==> config.mk <==
export PLATFORM = sky130hd
export DESIGN_NAME = ucsbece154b_mem_arbiter
export DESIGN_NICKNAME = d
export VERILOG_FILES = /design/src/rtl/ucsbece154b_mem_arb_pkg.sv /design/src/rtl/ucsbece154b_beat_counter.sv /design/src/rtl/ucsbece154b_mem_arbiter.sv
export SDC_FILE = /design/constraint.sdc
export NUM_CORES = 1
export LEC_CHECK = 0
export ABC_AREA = 1
export CAP_MARGIN = 30
export CORE_AREA = 4 4 90 92
export CTS_CLUSTER_SIZE = 28
export DETAILED_ROUTE_END_ITERATION = 10
export DIE_AREA = 0 0 94 96
export GPL_ROUTABILITY_DRIVEN = 1
export PLACE_DENSITY_LB_ADDON = 0.08
export SLEW_MARGIN = 20
export SYNTH_ARGS = -nofsm -noshare
export SYNTH_HDL_FRONTEND = slang
export SYNTH_SLANG_ARGS = --single-unit
==> constraint.sdc <==
create_clock -name clk -period 2.8 [get_ports clk]
set_input_delay 0.42 -clock clk [delete_from_list [all_inputs] [get_ports clk]]
set_output_delay 0.42 -clock clk [all_outputs]
set_load 0.01 [all_outputs]
==> src/rtl/ucsbece154b_mem_arb_pkg.sv <==
// Shared types and helpers for the two-port SDRAM read arbiter.
package ucsbece154b_mem_arb_pkg;

    typedef enum logic [1:0] {
        IDLE  = 2'd0,
        START = 2'd1,
        BURST = 2'd2,
        DRAIN = 2'd3
    } arb_state_t;

    localparam int DEFAULT_BLOCK_WORDS = 4;

    // Bits needed to index value items; never narrower than one bit.
    function automatic int clog2(input int value);
        int width;
        width = 0;
        while ((1 << width) < value) width++;
        return (width < 1) ? 1 : width;
    endfunction

endpackage

==> src/rtl/ucsbece154b_beat_counter.sv <==
// Wrapping beat counter: counts enabled cycles 0..MAX_COUNT-1, tc flags the last value.
module ucsbece154b_beat_counter #(
    parameter int MAX_COUNT = 4,
    parameter int WIDTH     = 2
) (
    input  logic clk,
    input  logic reset,
    input  logic en,
    input  logic clr,
    output logic tc
);

    logic [WIDTH-1:0] count;

    assign tc = (count == WIDTH'(MAX_COUNT - 1));

    // NOTE: state registers use non-blocking assignments so every flop samples pre-edge values.
    always_ff @(posedge clk or negedge reset) begin
        if (!reset) begin
            count <= '0;
        end else if (clr) begin
            count <= '0;
        end else if (en) begin
            count <= tc ? '0 : count + 1'b1;
        end
    end

endmodule

==> src/rtl/ucsbece154b_mem_arbiter.sv <==
// Grants the single SDRAM burst-read port to the icache or dcache and steers beats back.
// Build option: define MEM_ARB_RR_EN for round-robin ties; otherwise the icache always wins ties.
module ucsbece154b_mem_arbiter
    import ucsbece154b_mem_arb_pkg::*;
#(
    parameter int BLOCK_WORDS = DEFAULT_BLOCK_WORDS
) (
    input  logic        clk,
    input  logic        reset,
    input  logic        IReadRequest,
    input  logic [31:0] IReadAddress,
    output logic [31:0] IDataIn,
    output logic        IDataReady,
    input  logic        DReadRequest,
    input  logic [31:0] DReadAddress,
    output logic [31:0] DDataIn,
    output logic        DDataReady,
    output logic        MemReadRequest,
    output logic [31:0] MemReadAddress,
    input  logic [31:0] MemDataIn,
    input  logic        MemDataReady,
    output logic        IGrant,
    output logic        DGrant
);

    localparam int COUNT_WIDTH = clog2(BLOCK_WORDS);

    arb_state_t state;
    logic       beat;
    logic       last_beat;
    logic       any_request;
    logic       pick_i;

    assign any_request = IReadRequest | DReadRequest;
    assign beat        = MemDataReady & (state == BURST);

`ifdef MEM_ARB_RR_EN
    logic last_d;

    // On a tie the port that was not served most recently wins.
    assign pick_i = IReadRequest & (~DReadRequest | last_d);

    always_ff @(posedge clk or negedge reset) begin
        if (!reset) begin
            last_d <= 1'b1;
        end else if (state == IDLE && any_request) begin
            last_d <= ~pick_i;
        end
    end
`else
    assign pick_i = IReadRequest;
`endif

    ucsbece154b_beat_counter #(
        .MAX_COUNT (BLOCK_WORDS),
        .WIDTH     (COUNT_WIDTH)
    ) u_beat_counter (
        .clk   (clk),
        .reset (reset),
        .en    (beat),
        .clr   (state == START),
        .tc    (last_beat)
    );

    always_ff @(posedge clk or negedge reset) begin
        if (!reset) begin
            state          <= IDLE;
            MemReadRequest <= 1'b0;
            MemReadAddress <= '0;
            IGrant         <= 1'b0;
            DGrant         <= 1'b0;
        end else begin
            case (state)
                IDLE: begin
                    if (any_request) begin
                        state          <= START;
                        MemReadRequest <= 1'b1;
                        MemReadAddress <= pick_i ? IReadAddress : DReadAddress;
                        IGrant         <= pick_i;
                        DGrant         <= ~pick_i;
                    end
                end
                START: begin
                    MemReadRequest <= 1'b0;
                    state          <= BURST;
                end
                BURST: begin
                    if (beat && last_beat) begin
                        state  <= DRAIN;
                        IGrant <= 1'b0;
                        DGrant <= 1'b0;
                    end
                end
                DRAIN: begin
                    state <= IDLE;
                end
                default: begin
                    state <= IDLE;
                end
            endcase
        end
    end

    // Beats are forwarded combinationally; the idle port's data bus is held at zero.
    assign IDataReady = beat & IGrant;
    assign DDataReady = beat & DGrant;
    assign IDataIn    = IGrant ? MemDataIn : '0;
    assign DDataIn    = DGrant ? MemDataIn : '0;

endmodule
; ---- Word-level counts from Yosys, hierarchy flattened
; Index checks and enable logic that the tools add are counted.
[classes]
n_addsub = 1
mul = 0
n_div = 0
n_lt_le_gt_ge = 0
n_eq_ne = 6
n_shift = 0
muxes = 16
bitwise = 5
reduce_logical = 9
[op_table]
columns = operator, n
row1 = 32-bit 2-to-1 mux, 3
row2 = 2-bit 2-to-1 mux, 5
row3 = 2-bit one-hot mux with 4 select lines, 1
row4 = "2-bit == test, second input constant", 3
row5 = 1-bit one-hot mux with 2 select lines, 3
row6 = 2-bit AND reduction, 3
row7 = 2-bit nonzero test, 3
row8 = 1-bit 2-to-1 mux, 4
row9 = 1-bit AND, 3
row10 = 3-bit AND reduction, 1
row11 = "2-bit by 1-bit adder with 2-bit output, second input constant", 1
row12 = "2-bit by 1-bit == test with 1-bit output, second input constant", 1
row13 = 2-bit zero test, 1
row14 = "2-bit by 1-bit != test with 1-bit output, second input constant", 1
row15 = "2-bit != test, second input constant", 1
row16 = 1-bit logical AND, 1
row17 = 1-bit NOT, 1
row18 = 1-bit bitwise OR, 1
[totals]
regBits = 39
latch_bits = 0
mem_bits_rw = 0
mem_bits_ro = 0
in_bits = 101
out_inout_bits = 101
word_cells = 43
mem_count = 0

; ---- Logic depth before layout (Yosys ltp)
[depth]
depth_word = 5
ltp_mapped = 8
mapped_depth_nobuf = 7

; ---- Modules after synthesis
; A second synthesis with hierarchy kept.
[hier_totals]
hier_cells = 427
hier_area_um2 = 2578.7
[modules_own_cells]
columns = module, instances, cells_each, area_each_um2, seq_area_each_um2
row1 = ucsbece154b_mem_arbiter, 1, 415, 2477.4, 925.9
row2 = ucsbece154b_beat_counter, 1, 12, 101.3, 50.0

; ---- Worst setup path after synthesis
; Ideal clock, no wire load.
[synth_timing]
kind = reg-to-output
startpoint = register state[0]
endpoint = output DDataReady
arrival_ns = 0.949
required_ns = 2.380
path_slack_ns = 1.431
stages_incl_launch_ff = 5
n_path_buf = 0
path_cell_list = dfrtp_1 -> inv_1 -> ha_1 -> nand2_1 -> nor2_1
[synth_between]
elab_chain_cells = 3
[synth_lines]
columns = element, line
row1 = from (decl), ucsbece154b_mem_arbiter.sv:28  ; arb_state_t state;
row2 = from (signal assigned), ucsbece154b_mem_arbiter.sv:67  ; state <= IDLE;
row3 = from (signal assigned), ucsbece154b_mem_arbiter.sv:76  ; state <= START;
row4 = from (signal assigned), ucsbece154b_mem_arbiter.sv:85  ; state <= BURST;
row5 = 2-bit == test, ucsbece154b_mem_arbiter.sv:35  ; assign beat = MemDataReady & (state == BURST);
row6 = 1-bit AND, ucsbece154b_mem_arbiter.sv:35
row7 = 1-bit AND, ucsbece154b_mem_arbiter.sv:106  ; assign DDataReady = beat & DGrant;
row8 = to (decl), ucsbece154b_mem_arbiter.sv:17  ; output logic DDataReady,
; No other way between the ends.

; ---- Worst setup path in the final report
; Same ends and word-level chain as after synthesis.

==> impl_metrics.py <==
metrics = {
    "run_status": {
        "status": "completed",
    },
    "cells_and_area": {
        "drive_gt1_frac": 0.0290,
        "final_cell_mix": "nand2_1, clkdlybuf4s50_1, inv_1",
        "syn2layout_area_growth_pct": 83.1,
        "antennaDiodeCount": 0,
        "nNetsFinal": 726,
        "final_common_cell": "nand2_1",
        "layout.cells.non_filler": 720,
    },
    "cts": {
        "cts-root-buf": "clkbuf_8",
        "clk_latency_ps": 280,
        "cts_buffers": 5,
        "clk_pin_slew_ps": 70,
        "cts_sinks": 39,
        "cts_tree": "built",
        "cts_buffer_depth": 2,
        "cts-htree-levels": 2,
    },
    "global_routing": {
        "grtUsageTotal": 0.184,
        "use_met2": 0.314,
        "grt-busiest-layer": "met2",
        "antenna_found_initial": 1,
        "met1_usage": 0.212,
        "grt_pass1_vias": 2741,
        "grt_max_degree": 40,
        "grt_pass1_wl_um": 13200,
        "overflow": 0,
        "use_met3": 0.0680,
    },
    "setup_path": {
        "crit_buf_inv": 2,
        "critical_path_arrival_ps": 1810,
        "critPathLaunchType": "flip-flop",
        "rr_worst_depth": 7,
        "reg2reg_setup_slack_ps": 1010,
        "crit_chain": "inv_1, ha_1, nand2_1, nor2_1, clkdlybuf4s50_1",
        "r2r_start": "state[0]",
        "cp_slowest_stage_delay_ps": 550,
        "cp_slowest_cell": "clkdlybuf4s50_1",
        "r2r_end": "MemReadAddress[16]",
        "cp_top_family": "buffers and inverters",
        "cp-end-kind": "primary output",
        "path_class": "flip-flop to primary output",
        "cp.required_ps": 2380,
        "critical_path.max_fanout": 5,
    },
    "placed_design": {
        "gp_congestion": 0.778,
        "io_buffers": 201,
        "dp_hpwl_um": 7140,
        "dp_cells": 710,
    },
    "power_and_ir_drop": {
        "irDropWorstVdd_v": 0.000395,
        "p_per_area_nw_per_um2": 741,
        "p_leak_nw": 2.71,
    },
    "hold_path": {
        "hp-start": "MemReadAddress[23]",
        "hp-class": "flip-flop to flip-flop",
        "whs_endpoint": "MemReadAddress[23]",
        "hold_depth": 2,
    },
    "drt": {
        "vias": 3053,
        "drc": 0,
        "drt_wl_total_um": 8740,
        "firstDrtPassIters": 5,
        "wire_per_inst_um": 12.1,
        "antenna_left": 0,
        "drt_iter0_drc": 90,
        "viasPerCell": 4.24,
    },
    "synthesis": {
        "yosys-top-cells-area": "nand2_1, dfrtp_1, inv_1",
        "yosysTopAreaCell": "nand2_1",
        "synthesis.area_um2": 2590,
        "ys_types": 16,
        "ys_ff_latch": 39,
        "syn_avg_cell_area_um2": 6.06,
        "ys_seq_area_frac": 0.377,
        "yosys_warnings": 0,
        "syn_nets": 533,
        "synthCells": 427,
        "synth_top_area_share": 0.398,
    },
    "sta": {
        "finalHoldViolCount": 0,
        "tns_ps": 0,
        "period_share": 0.797,
        "whs_ps": 472,
        "setup_violations": 0,
        "rsz0062_at_grt": "false",
        "tightest_slew_ps": 543,
        "max-slew-margin-rel": 0.637,
        "drv_slew": 0,
        "skew_ps": 2.84,
        "clock.fmax_mhz": 448,
        "period_needed_ps": 2230,
    },
    "floorplanning": {
        "core_um2": 7210,
        "fp.dieW_um": 94,
        "start_util": 0.358,
        "rows": 31,
        "ioPinCount": 202,
        "die-area_um2": 9020,
        "die_h_um": 96,
    },
    "flow_run": {
        "cap_violations": 0,
    },
}
[layout make-up]
type	count	area, um2
Tap cell	99	124
Fill cell	641	2480
Clock buffer	8	100
Timing Repair Buffer	207	2070
Inverter	74	280
Multi-Input combinational cell	293	1190
Sequential cell	39	976
[per-layer routing]
layer | part of all wire | wire, um | vias up
li1 | - | - | 1596
met1 | 0.39 | 3430 | 1304
met2 | 0.46 | 4040 | 135
met3 | 0.12 | 1040 | 16
met4 | 0.024 | 210 | 2
met5 | 0.0023 | 20 | -
[power by group]
part           switching [mW]  leakage (nW)  total [mW]  internal [mW]
combinational            1.04          2.17        2.13           1.08
clock                   0.181        0.0515       0.406          0.225
sequential              0.148         0.490       0.977          0.829
total                    1.37          2.71        3.51           2.14
[cells in the mapped netlist (all sizes together)]
cell and n:
a21oi 2, buf 19, clkbuf 2, dfrtp 39
ha 5, inv 74, nand2 274, nand3 3
nand4 1, nor2 6, o21ai 2
[per-stage QoR]
stage               power, mW  area [um2]  setup slack (ps)  utilization
finish                   3.51        4730               569        0.656
global route             3.81        4730               429        0.656
CTS                      3.56        4700               542        0.652
detailed placement       3.14        4600               636        0.638
global placement         3.09        4600               688        0.638
floorplan                2.02        2590              1430            -
[what timing repair did]
action	4_1_cts	5_1_grt
resized for setup	0	0
buffers inserted	0	0
hold buffers	0	1
hold endpoints to repair	0	6
[sequential cells by signal (all words and copies together), names as in the netlist]
register / count
MemReadRequest: 1
IGrant: 1
u_beat_counter.count: 2
DGrant: 1
state: 2
MemReadAddress: 32
[worst register-to-register path: stages (launching register included)]
cell	delay, ps
dfrtp_1	410
inv_1	110
ha_1	240
inv_2	90
nor2_8	390
inv_4	250
nand2_1	140
nand2_1	60
[kinds of logic after synthesis]
kind of cell    Yosys count  share of synthesized area
compound gates            4                    0.00774
fa+ha+maj                 5                     0.0242
buf+inv                  95                      0.164
flops                    39                      0.377
simple gates            284                      0.427
[worst max path at each step]
stage	startpoint	endpoint	slack (ps)	cells past startpoint
finish	state[0]	DDataReady	570	5
global route	state[0]	IDataReady	430	5
CTS	state[0]	DDataReady	540	5
detailed placement	IReadRequest	MemReadAddress[16]	640	6
global placement	MemDataReady	IDataReady	690	4
floorplan	state[0]	DDataReady	1430	4
Power figures use the tool's default switching activity.
